--- src/rtl/shift_pkg.sv ---
// -----------------------------------------------------------------------------
// shift_pkg
//
// Shared definitions for the multi-bit right-shift sequencer:
//   seq_state_t  - controller FSM states (IDLE, SHIFT, DONE)
//   MODE_ARITH   - shift fill is the operand MSB (sign extension)
//   MODE_LOGIC   - shift fill is zero
// -----------------------------------------------------------------------------
package shift_pkg;

    typedef enum logic [1:0] {
        IDLE  = 2'd0,
        SHIFT = 2'd1,
        DONE  = 2'd2
    } seq_state_t;

    localparam logic MODE_ARITH = 1'b0;
    localparam logic MODE_LOGIC = 1'b1;

endpackage : shift_pkg

--- src/rtl/right_shift_register.sv ---
// -----------------------------------------------------------------------------
// right_shift_register
//
// Single-step right shifter with an output register. On every clock edge the
// register captures either its input unshifted (enable = 0) or its input
// shifted right by one position (enable = 1).
//
// Ports:
//   clk     in   1      clock
//   enable  in   1      1 = shift by one, 0 = load unshifted
//   mode    in   1      MODE_LOGIC = zero fill, MODE_ARITH = replicate MSB
//   d       in   width  register input
//   dout    out  width  register contents
// -----------------------------------------------------------------------------
module right_shift_register
    import shift_pkg::*;
#(
    parameter int width = 16
) (
    input  logic             clk,
    input  logic             enable,
    input  logic             mode,
    input  logic [width-1:0] d,
    output logic [width-1:0] dout
);

    logic fill;

    assign fill = (mode == MODE_LOGIC) ? 1'b0 : d[width-1];

    // NOTE: this is a pure datapath register with no reset of its own; the
    // controller clears it by steering zero onto d while reset is asserted.
    // NOTE: sequential state always uses non-blocking assignments so every
    // register samples the pre-edge values of its inputs.
    always_ff @(posedge clk) begin
        if (enable) begin
            dout <= {fill, d[width-1:1]};
        end else begin
            dout <= d;
        end
    end

endmodule : right_shift_register

--- src/rtl/shift_sequencer.sv ---
// -----------------------------------------------------------------------------
// shift_sequencer
//
// Multi-cycle right-shift controller. A one-cycle start accepted in IDLE loads
// the operand into the shift register, then the register is stepped right once
// per cycle for min(amount, width) cycles. done pulses for one cycle when the
// result is ready; the result is then held until the next accepted start.
//
// Ports:
//   clk     in   1      clock
//   reset   in   1      synchronous, active-high; aborts any operation and
//                       clears dout
//   start   in   1      request, only sampled in IDLE
//   din     in   width  operand
//   amount  in   AW     shift distance (values above width are clamped)
//   mode    in   1      MODE_ARITH (0) or MODE_LOGIC (1)
//   busy    out  1      high while not IDLE
//   done    out  1      one-cycle completion pulse
//   dout    out  width  shift register contents / result
// -----------------------------------------------------------------------------
module shift_sequencer
    import shift_pkg::*;
#(
    parameter int width = 16,
    parameter int AW    = $clog2(width) + 1
) (
    input  logic             clk,
    input  logic             reset,
    input  logic             start,
    input  logic [width-1:0] din,
    input  logic [AW-1:0]    amount,
    input  logic             mode,
    output logic             busy,
    output logic             done,
    output logic [width-1:0] dout
);

    localparam logic [AW-1:0] WIDTH_AMT = AW'(width);

    seq_state_t       state, state_next;
    logic [AW-1:0]    cnt, cnt_next;
    logic             mode_q, mode_next;
    logic [AW-1:0]    amt_clamped;

    // Register steering.
    logic [width-1:0] reg_d;
    logic             reg_en;

    assign amt_clamped = (amount > WIDTH_AMT) ? WIDTH_AMT : amount;

    // -------------------------------------------------------------------------
    // Controller state
    // -------------------------------------------------------------------------
    always_ff @(posedge clk) begin
        if (reset) begin
            state  <= IDLE;
            cnt    <= '0;
            mode_q <= MODE_ARITH;
        end else begin
            state  <= state_next;
            cnt    <= cnt_next;
            mode_q <= mode_next;
        end
    end

    // -------------------------------------------------------------------------
    // Next state, counter, latched mode and register input mux
    // -------------------------------------------------------------------------
    always_comb begin
        // NOTE: every output of this block gets a default first, so no path
        // through the case can leave a signal unassigned and infer a latch.
        state_next = state;
        cnt_next   = cnt;
        mode_next  = mode_q;
        reg_d      = dout;      // hold
        reg_en     = 1'b0;
        done       = 1'b0;

        unique case (state)
            IDLE: begin
                if (start) begin
                    reg_d      = din;   // load
                    mode_next  = mode;
                    cnt_next   = amt_clamped;
                    state_next = (amt_clamped == '0) ? DONE : SHIFT;
                end
            end

            SHIFT: begin
                reg_en   = 1'b1;        // shift dout by one
                cnt_next = cnt - AW'(1);
                if (cnt == AW'(1)) begin
                    state_next = DONE;
                end
            end

            DONE: begin
                done       = 1'b1;
                state_next = IDLE;
            end

            default: begin
                state_next = IDLE;
            end
        endcase

        // Reset overrides everything: clear the register and suppress done so
        // an aborted operation never reports completion.
        if (reset) begin
            reg_d  = '0;
            reg_en = 1'b0;
            done   = 1'b0;
        end
    end

    assign busy = (state != IDLE);

    // -------------------------------------------------------------------------
    // Shift datapath
    // -------------------------------------------------------------------------
    right_shift_register #(
        .width (width)
    ) u_shift_reg (
        .clk    (clk),
        .enable (reg_en),
        .mode   (mode_q),
        .d      (reg_d),
        .dout   (dout)
    );

endmodule : shift_sequencer

--- config.mk ---
export PLATFORM = sky130hd
export DESIGN_NAME = shift_sequencer
export DESIGN_NICKNAME = d
export VERILOG_FILES = /design/src/rtl/shift_pkg.sv /design/src/rtl/right_shift_register.sv /design/src/rtl/shift_sequencer.sv
export SDC_FILE = /design/constraint.sdc
export NUM_CORES = 1
export LEC_CHECK = 0
export BUFFER_PORTS_ARGS = -buffer_cell sky130_fd_sc_hd__buf_2
export CAP_MARGIN = 20
export CELL_PAD_IN_SITES_DETAIL_PLACEMENT = 1
export CELL_PAD_IN_SITES_GLOBAL_PLACEMENT = 2
export CORE_MARGIN = 2
export CORE_UTILIZATION = 30
export CTS_CLUSTER_SIZE = 10
export DETAILED_ROUTE_END_ITERATION = 7
export HOLD_SLACK_MARGIN = 0.1
export PLACE_DENSITY_LB_ADDON = 0.1
export SETUP_SLACK_MARGIN = 0.5
export SLEW_MARGIN = 20
export SYNTH_ARGS = -nofsm -noshare
export SYNTH_HDL_FRONTEND = slang
export SYNTH_SLANG_ARGS = --single-unit
--- constraint.sdc ---
create_clock -name clk -period 1.9 [get_ports clk]
set_input_delay 0.475 -clock clk [delete_from_list [all_inputs] [get_ports clk]]
set_output_delay 0.475 -clock clk [all_outputs]
set_load 0.03 [all_outputs]
# Word level (Yosys, flattened, before mapping)
# Index checks and enable logic that the tools add are counted.
[word_totals] reg_bits=24 elab_cells=38
[classes] eq_ne=5 mux=16 n_reduce_logical=10 n_addsub=1 order_cmp=1
[op_table] operator="$mux 16" count=4
[op_table] operator="$mux 5" count=2
[op_table] operator="$pmux 5 s2" count=1
[op_table] operator="$reduce_and 2->1" count=4
[op_table] operator="$mux 2" count=3
[op_table] operator="$reduce_bool 3->1" count=2
[op_table] operator="$eq 5x1->1 const B" count=1
[op_table] operator="$gt 5x5->1 const B" count=1
[op_table] operator="$logic_not 5->1" count=1
[op_table] operator="$mux 1" count=5
[op_table] operator="$sub 5x1->5 const B" count=1
[op_table] operator="$ne 2x2->1 const B" count=2
[op_table] operator="$pmux 2 s2" count=1
[op_table] operator="$reduce_bool 2->1" count=2
[op_table] operator="$eq 2x1->1 const B" count=1
[op_table] operator="$eq 2x2->1 const B" count=1
[op_table] operator="$logic_not 2->1" count=1

# Logic depth before layout (Yosys ltp)
# Gate-level depths: netlist of run 1.
[depth] ltp_word=6 mapped_depth=7

# Cells and area by module
# Synthesis of run 1 repeated with hierarchy kept, for this count alone.
[hier_totals] hier_cells=149 hier_area_um2=1312.5
[by_module_without_submodules] module="shift_sequencer" area_each_um2=750.7 instances=1 cells_each=115
[by_module_without_submodules] module="right_shift_register" area_each_um2=561.8 instances=1 cells_each=34

# Worst setup path before layout of run 1
# Ideal clock, no wire load.
[synth_path] path_type="input port to output port" from="input reset" to="output done" cell_stages=2 t_arrival_ns=1.370 path_buffers=1 path_slack_ns=0.055 t_required_ns=1.425 cell_sequence="clkbuf_1 > nor3b_1"
[synth_between] elab_chain_len=1
[synth_lines] item="start, declared" line="shift_sequencer.sv:28" source="input logic reset,"
[synth_lines] item="$mux 1" line="shift_sequencer.sv:109" source="if (reset) begin"
[synth_lines] item="end, declared" line="shift_sequencer.sv:34" source="output logic done,"
# No other way between the ends.

# Worst setup path after layout of run 1
[layout_path] from="register state[1]" to="output busy"
[layout_between] elab_chain_len=1
[layout_lines] item="start, declared" line="shift_sequencer.sv:40" source="seq_state_t state, state_next;"
[layout_lines] item="start signal, assigned" line="shift_sequencer.sv:60" source="state <= state_next;"
[layout_lines] item="$reduce_bool 2->1" line="shift_sequencer.sv:116" source="assign busy = (state != IDLE);"
[layout_lines] item="end, declared" line="shift_sequencer.sv:33" source="output logic busy,"
# No other way between the ends.

==> results of run 1 <==
[worst min-delay path, stage by stage]
cell and delay (ps):
buf_2 80, mux2i_1 60, nor2_1 70
[cell type report]
class	count	share of cell area, %
clock buffers	4	3.37
inverters	5	1.15
multi-input cells	94	42.2
flip-flops and latches	24	30.5
well taps	50	3.83
repair buffers	53	18.9
[kinds of logic after synthesis]
logic type / Yosys count / synth area share (%)
flip-flops: 24 / 39.8
multiplexers: 18 / 14.6
adder cells (fa/ha/maj): 2 / 2.03
AO/OA/AOI/OAI: 31 / 18.2
buffers and inverters: 16 / 8.32
AND/OR/NAND/NOR: 41 / 17.1
[routing by layer]
layer | up-vias | share of wire [%] | GRT usage [%]
met5 | - | 0 | 0
li1 | 569 | - | -
met4 | 0 | 1.3 | 4.50
met1 | 564 | 47 | 19.7
met3 | 7 | 3.5 | 3.95
met2 | 26 | 49 | 28.4
[sequential cells by signal, indices dropped and copies added (netlist names)]
register	cells
u_shift_reg.dout	16
cnt	5
state	2
mode_q	1
[path summary, 6_finish.rpt]
kind	from	to
worst max-delay path	state[1]	busy
worst min-delay path	mode	mode_q
worst max register to register	state[1]	u_shift_reg.dout[8]
worst min register to register	mode_q	u_shift_reg.dout[15]
[where the power goes]
group | internal [mW] | switching (mW) | total [mW] | leakage [nW]
Clock | 0.185 | 0.167 | 0.353 | 0.0288
Sequential | 0.572 | 0.0519 | 0.624 | 0.203
Combinational | 0.209 | 0.313 | 0.522 | 0.517
Total | 0.966 | 0.533 | 1.50 | 0.749
[cells in the final DEF, fill, tap and decap left out, drive strengths merged]
| cell | instances |
|---|---|
| a211o | 1 |
| a211oi | 19 |
| a21oi | 4 |
| a22o | 1 |
| a22oi | 1 |
| a31oi | 2 |
| a32oi | 1 |
| and3 | 1 |
| buf | 53 |
| clkbuf | 4 |
| dfxtp | 23 |
| edfxtp | 1 |
| ha | 2 |
| inv | 5 |
| mux2i | 18 |
| nand2 | 3 |
| nand2b | 3 |
| nand3 | 1 |
| nor2 | 24 |
| nor2b | 2 |
| nor3 | 2 |
| nor3b | 2 |
| nor4 | 1 |
| o21ai | 2 |
| or2 | 2 |
| or3 | 2 |
[what timing repair did]
action | 4_1_cts | 5_1_grt
gates cloned | 0 | 2
pin swaps | 0 | 8
setup endpoints to repair | 25 | 23
gates resized for setup | 10 | 3
setup buffers | 3 | 5
[synth_stat cells (2+ instances only)]
cell and number:
buf_12 2, nor2_1 21, inv_1 5, ha_1 2, clkbuf_1 6, a31oi_1 2
o21ai_0 2, nor3_1 2, a21oi_1 4, a211oi_1 18, mux2i_1 18, or3_1 2
nor3b_1 2, nor2b_1 2, dfxtp_1 23, nand2b_1 3, buf_2 2, nand2_1 3
[per-stage QoR]
| stage | setup slack, ps | area, um2 | power [mW] | std cells |
|---|---|---|---|---|
| floorplan | 460 | 1270 | 0.985 | 132 |
| global placement | 364 | 1460 | 1.09 | 216 |
| detailed placement | 271 | 1460 | 1.10 | 216 |
| CTS | 358 | 1560 | 1.47 | 223 |
| global route | 326 | 1630 | 1.59 | 230 |
| finish | 355 | 1630 | 1.50 | 230 |
==> key figures, run 1 <==
Run status
  – Outcome: finished, final reports clean

STA
  – Final Hold Fails: 0
  – RSZ-0062 raised after global routing: yes
  – Final setup fails: 0
  – Hold slack: 447 ps
  – Max frequency: 647 MHz
  – Final TNS setup: 0 ps
  – Relative slew slack: 67.5%
  – Max-slew violation count: 0
  – Worst clock skew: 9.35 ps
  – Fin crit share: 81.3%
  – Worst-Margin Slew: 486 ps
  – Minimum clock period: 1540 ps

Placed design
  – GP Congestion: 0.780
  – IO Port Bufs: 42
  – DP HPWL: 2.39 mm

Synth
  – Seq/Total Area, Yosys: 39.8%
  – Avg Synthesized Cell Area: 9.35 um2
  – Syn_nets: 159
  – Top post-synthesis cells by area: dfxtp_1 (37%), mux2i_1 (15%), a211oi_1 (11%), nor2_1 (6.4%), buf_12 (3.2%)
  – FF+latch count, synth: 24
  – Post-synth EDFFs: 1
  – Share of flip-flops with an asynchronous set or reset: 0%
  – Share of the synthesized area in the top cell type: 37.3%
  – Syn. warnings: 0
  – Post-synth cell types: 31
  – Number of standard cells after synthesis: 132
  – Synth area leader: dfxtp_1
  – Mapped Area: 0.00123 mm2
  – Primary FF master, synth: dfxtp_1

Critical path
  – CP max FO: 4
  – Slowest stage delay, CP: 370 ps
  – Startpoint types: flip-flop
  – Critical setup path kind: reg -> out
  – Worst EP arrival: 1070 ps
  – Reg2reg path depth: 5
  – R2R setup slack: 440 ps
  – Crit end category: output port
  – Worst Path Buf+Inv: 1
  – CP top delay family: flip-flops
  – WP depth: 2
  – Slowest cell on the critical path: dfxtp_4
  – Crit-path cells: or2_4, buf_6
  – Critical Path RT: 1420 ps

Pwr
  – IR Drop Worst-Case VDD: 427 uV
  – LEAKAGE: 0.749 nW
  – Power Density: 918 mW/mm2

Global routing
  – Vias in the first global route: 1,173
  – GR Overflow Total: 0
  – GRT Util Overall: 16.2%
  – Largest net degree at the start of global routing: 26
  – First-pass GRT wire length: 5.55 mm
  – Antenna violations before repair: 0

Final layout
  – Share of layout cells above drive strength 1: 38.3%
  – Area of the multi-input gates: 689 um2
  – Filler cell count: 489
  – Final layout net count: 208
  – Ant. Diodes: 0
  – Post-layout util: 41.1%
  – Register area: 498 um2
  – Synth-to-Final Area Change: 32.4%

Route
  – Drt total wl: 3.66 mm
  – Final antenna-violating net count: 0
  – First-pass DRT Iterations: 4
  – DR vias/cell: 5.07
  – Via Count: 1,166
  – Drc violations: 0
  – Initial DRC Count: 63
  – Routed length per instance: 15.9 um

Clocking
  – Worst skew pair latency: 270 ps
  – Cts bufs inserted: 3
  – Root buffer cell: clkbuf_8
  – # hold bufs at CTS: 0
  – Maximum root-to-sink buffer count: 2
  – CTS sink count: 24
  – TritonCTS clock tree: built
  – Clk slew on worst S/H paths: 90 ps
  – H-tree depth: 1

Die
  – Core area: 0.00397 mm2
  – Die height: 68.1 um
  – Starting Density: 31.1%
  – Die Span X: 68.1 um
  – Row count: 23
  – Die Area: 0.00464 mm2
  – Total I/O pin count: 43

Worst hold path
  – Hold path depth: 3
  – Worst min-delay path class: in -> reg

Flow run
  – Max-Cap Viols: 0
(Power assumes the default switching activity.)
==> inputs of run 2 (changes only) <==
--- a/config.mk
+++ b/config.mk
@@ -10,7 +10,7 @@
 export CELL_PAD_IN_SITES_DETAIL_PLACEMENT = 1
 export CELL_PAD_IN_SITES_GLOBAL_PLACEMENT = 2
 export CORE_MARGIN = 2
-export CORE_UTILIZATION = 30
+export CORE_UTILIZATION = 28
 export CTS_CLUSTER_SIZE = 10
 export DETAILED_ROUTE_END_ITERATION = 7
 export HOLD_SLACK_MARGIN = 0.1
==> constraint.sdc (replaced) <==
create_clock -name clk -period 1.5 [get_ports clk]
set_input_delay 0.375 -clock clk [delete_from_list [all_inputs] [get_ports clk]]
set_output_delay 0.375 -clock clk [all_outputs]
set_load 0.03 [all_outputs]
==> run 2 against run 1 <==
Against the previous run:
- combinational power rose by 85%
- global-route usage increased by 0.53 points
- register-to-register slack worse by 330 ps
- final cell count rose by 11%
- via count rose by 5.9%
- die area increased by 6.7%
- count of clock-buffer cells in the layout unchanged
- power up 48%
- first-iteration DRC count down 52%
- core utilization is 7.7 points higher
- largest power group is now combinational logic
==> key figures, run 2 (same netlist as run 1, synthesis figures left out) <==
Final layout
  – Commonest non-fill, non-tap cell in the layout: buf_4
  – Synth-to-Final Area Change: 70.0%
  – Post-layout util: 48.8% (+7.7 points)
  – Top reg by flops: u_shift_reg.dout
  – Biggest regs: u_shift_reg.dout (16), cnt (5), state (2)
  – Max reg flops: 16 (unchanged)
  – Final layout net count: 232 (+12%)
  – Share of layout cells above drive strength 1: 64.7% (+26 points)
  – Ant. Diodes: 0 (unchanged)
  – Most frequent cells in the layout: buf_4 (29), buf_2 (24), buf_6 (22)
  – Layout Cells excl Fill: 256 (+11%)

Route
  – Drt total wl: 4.01 mm (+9.4%)
  – Final antenna-violating net count: 0 (unchanged)
  – Routed length per instance: 15.7 um (-1.7%)
  – Drc violations: 0 (unchanged)
  – DR vias/cell: 4.82 (-4.8%)
  – Initial DRC Count: 30 (-52%)
  – First-pass DRT Iterations: 4 (unchanged)
  – Via Count: 1,235 (+5.9%)

Placed design
  – DP HPWL: 2.57 mm (+7.5%)
  – GP Congestion: 0.760 (-2.6%)
  – Placed Instances: 221 (+2.3%)
  – IO Port Bufs: 42 (unchanged)

STA
  – Worst clock skew: 8.01 ps (-1.34 ps)
  – Final TNS setup: 0 ps (unchanged)
  – Relative slew slack: 79.1% (+12 points)
  – Max frequency: 701 MHz
  – RSZ-0062 raised after global routing: yes
  – Fin crit share: 95.1%
  – Worst-Margin Slew: 313 ps (-173 ps)
  – Final Hold Fails: 0 (unchanged)
  – Max-slew violation count: 0 (unchanged)
  – Final setup fails: 0 (unchanged)
  – Minimum clock period: 1430 ps

Clocking
  – Maximum root-to-sink buffer count: 2 (unchanged)
  – CTS sink count: 24 (unchanged)
  – Root buffer cell: clkbuf_8
  – H-tree depth: 1 (unchanged)
  – TritonCTS clock tree: built
  – Worst skew pair latency: 260 ps (about the same)
  – Clk slew on worst S/H paths: 90 ps (about the same)
  – Cts bufs inserted: 3 (unchanged)

Die
  – Core area: 0.00429 mm2 (+8.1%)
  – Row count: 24 (+4.3%)
  – Die Area: 0.00495 mm2 (+6.7%)
  – Die Span X: 70.4 um (+3.3%)
  – Die height: 70.4 um (+3.3%)
  – Starting Density: 28.7% (-2.3 points)
  – Total I/O pin count: 43 (unchanged)

Critical path
  – Crit end category: output port
  – CP max FO: 5 (+1)
  – Worst EP arrival: 1050 ps (-20 ps)
  – Crit-path cells: or2_4, buf_6
  – CP top delay family: flip-flops
  – Critical setup path kind: reg -> out
  – Start point of the critical path: state[0]
  – Critical Path RT: 1120 ps (-300 ps)
  – Worst Path Buf+Inv: 1 (unchanged)
  – Slowest cell on the critical path: dfxtp_4
  – Startpoint types: flip-flop
  – Worst r2r src: state[0]
  – Slowest stage delay, CP: 380 ps (about the same)

Run status
  – Outcome: finished, final reports clean

Global routing
  – Largest net degree at the start of global routing: 29 (+12%)
  – GR Overflow Total: 0 (unchanged)
  – First-pass GRT wire length: 6.60 mm (+19%)
  – GRT Util Overall: 16.8% (+0.53 points)
  – Vias in the first global route: 1,337 (+14%)
  – Antenna violations before repair: 0 (unchanged)

Flow run
  – Max-Cap Viols: 0 (unchanged)

Worst hold path
  – Worst min-delay path class: in -> reg
  – Startpoint of the worst hold path: mode

Pwr
  – Power Density: 1060 mW/mm2 (+15%)
  – LEAKAGE: 0.928 nW (+24%)
  – IR Drop Worst-Case VDD: 451 uV (+5.6%)
  – Total Power: 2.21 mW (+48%)
-- run 2: repair_timing --
| item | 4_1_cts | 5_1_grt |
|---|---|---|
| gates cloned | 1 | 0 |
| hold buffers | 0 | 0 |
| gates resized for setup | 75 | 17 |
| setup endpoints to repair | 43 | 43 |
| pin swaps | 8 | 13 |
| buffers inserted | 23 | 7 |
-- run 2: metrics by stage --
| step | hold WS, ps | setup slack, ps | area [um2] |
|---|---|---|---|
| 2_1_floorplan | 431 | 143 | 1270 |
| 3_3_place_gp | 451 | 119 | 1530 |
| 3_5_place_dp | 453 | 117 | 1530 |
| 4_1_cts | 363 | 64.0 | 1990 |
| 5_1_grt | 392 | 48.4 | 2100 |
| 6_report | 362 | 74.0 | 2100 |
-- run 2: power by group --
group / leakage [nW] / switching (mW) / internal (mW)
sequential: 0.210 / 0.0724 / 0.737
clock: 0.0288 / 0.205 / 0.234
combinational: 0.690 / 0.464 / 0.501
-- run 2: routing by layer --
metal	part of all wire, %	global-route usage, %	up-vias
li1	-	-	612
met1	42	20.0	600
met2	54	30.5	21
met3	4.2	3.90	2
met4	0.47	3.21	0
met5	0	0	-
-- run 2: area by class of cell --
type                            count  area (um2)
Fill cell                         491        2200
Multi-Input combinational cell     92         764
Timing Repair Buffer               79         666
Sequential cell                    24         528
Tap cell                           52        65.1
Clock buffer                        4        55.1
Inverter                            5        18.8
-- run 2: worst paths after layout --
check                          to  slack [ps]  cells past startpoint
max                          busy          70                      2
max reg2reg   u_shift_reg.dout[1]         110                      5
min                        mode_q         360                      3
min reg2reg  u_shift_reg.dout[15]         460                      1
-- run 2: worst register-to-register path, stage by stage, from the launching register on --
cell and delay (ps):
dfxtp_4 380, or2_4 260, nor2_8 150, buf_12 150
mux2i_2 230, a211oi_2 100
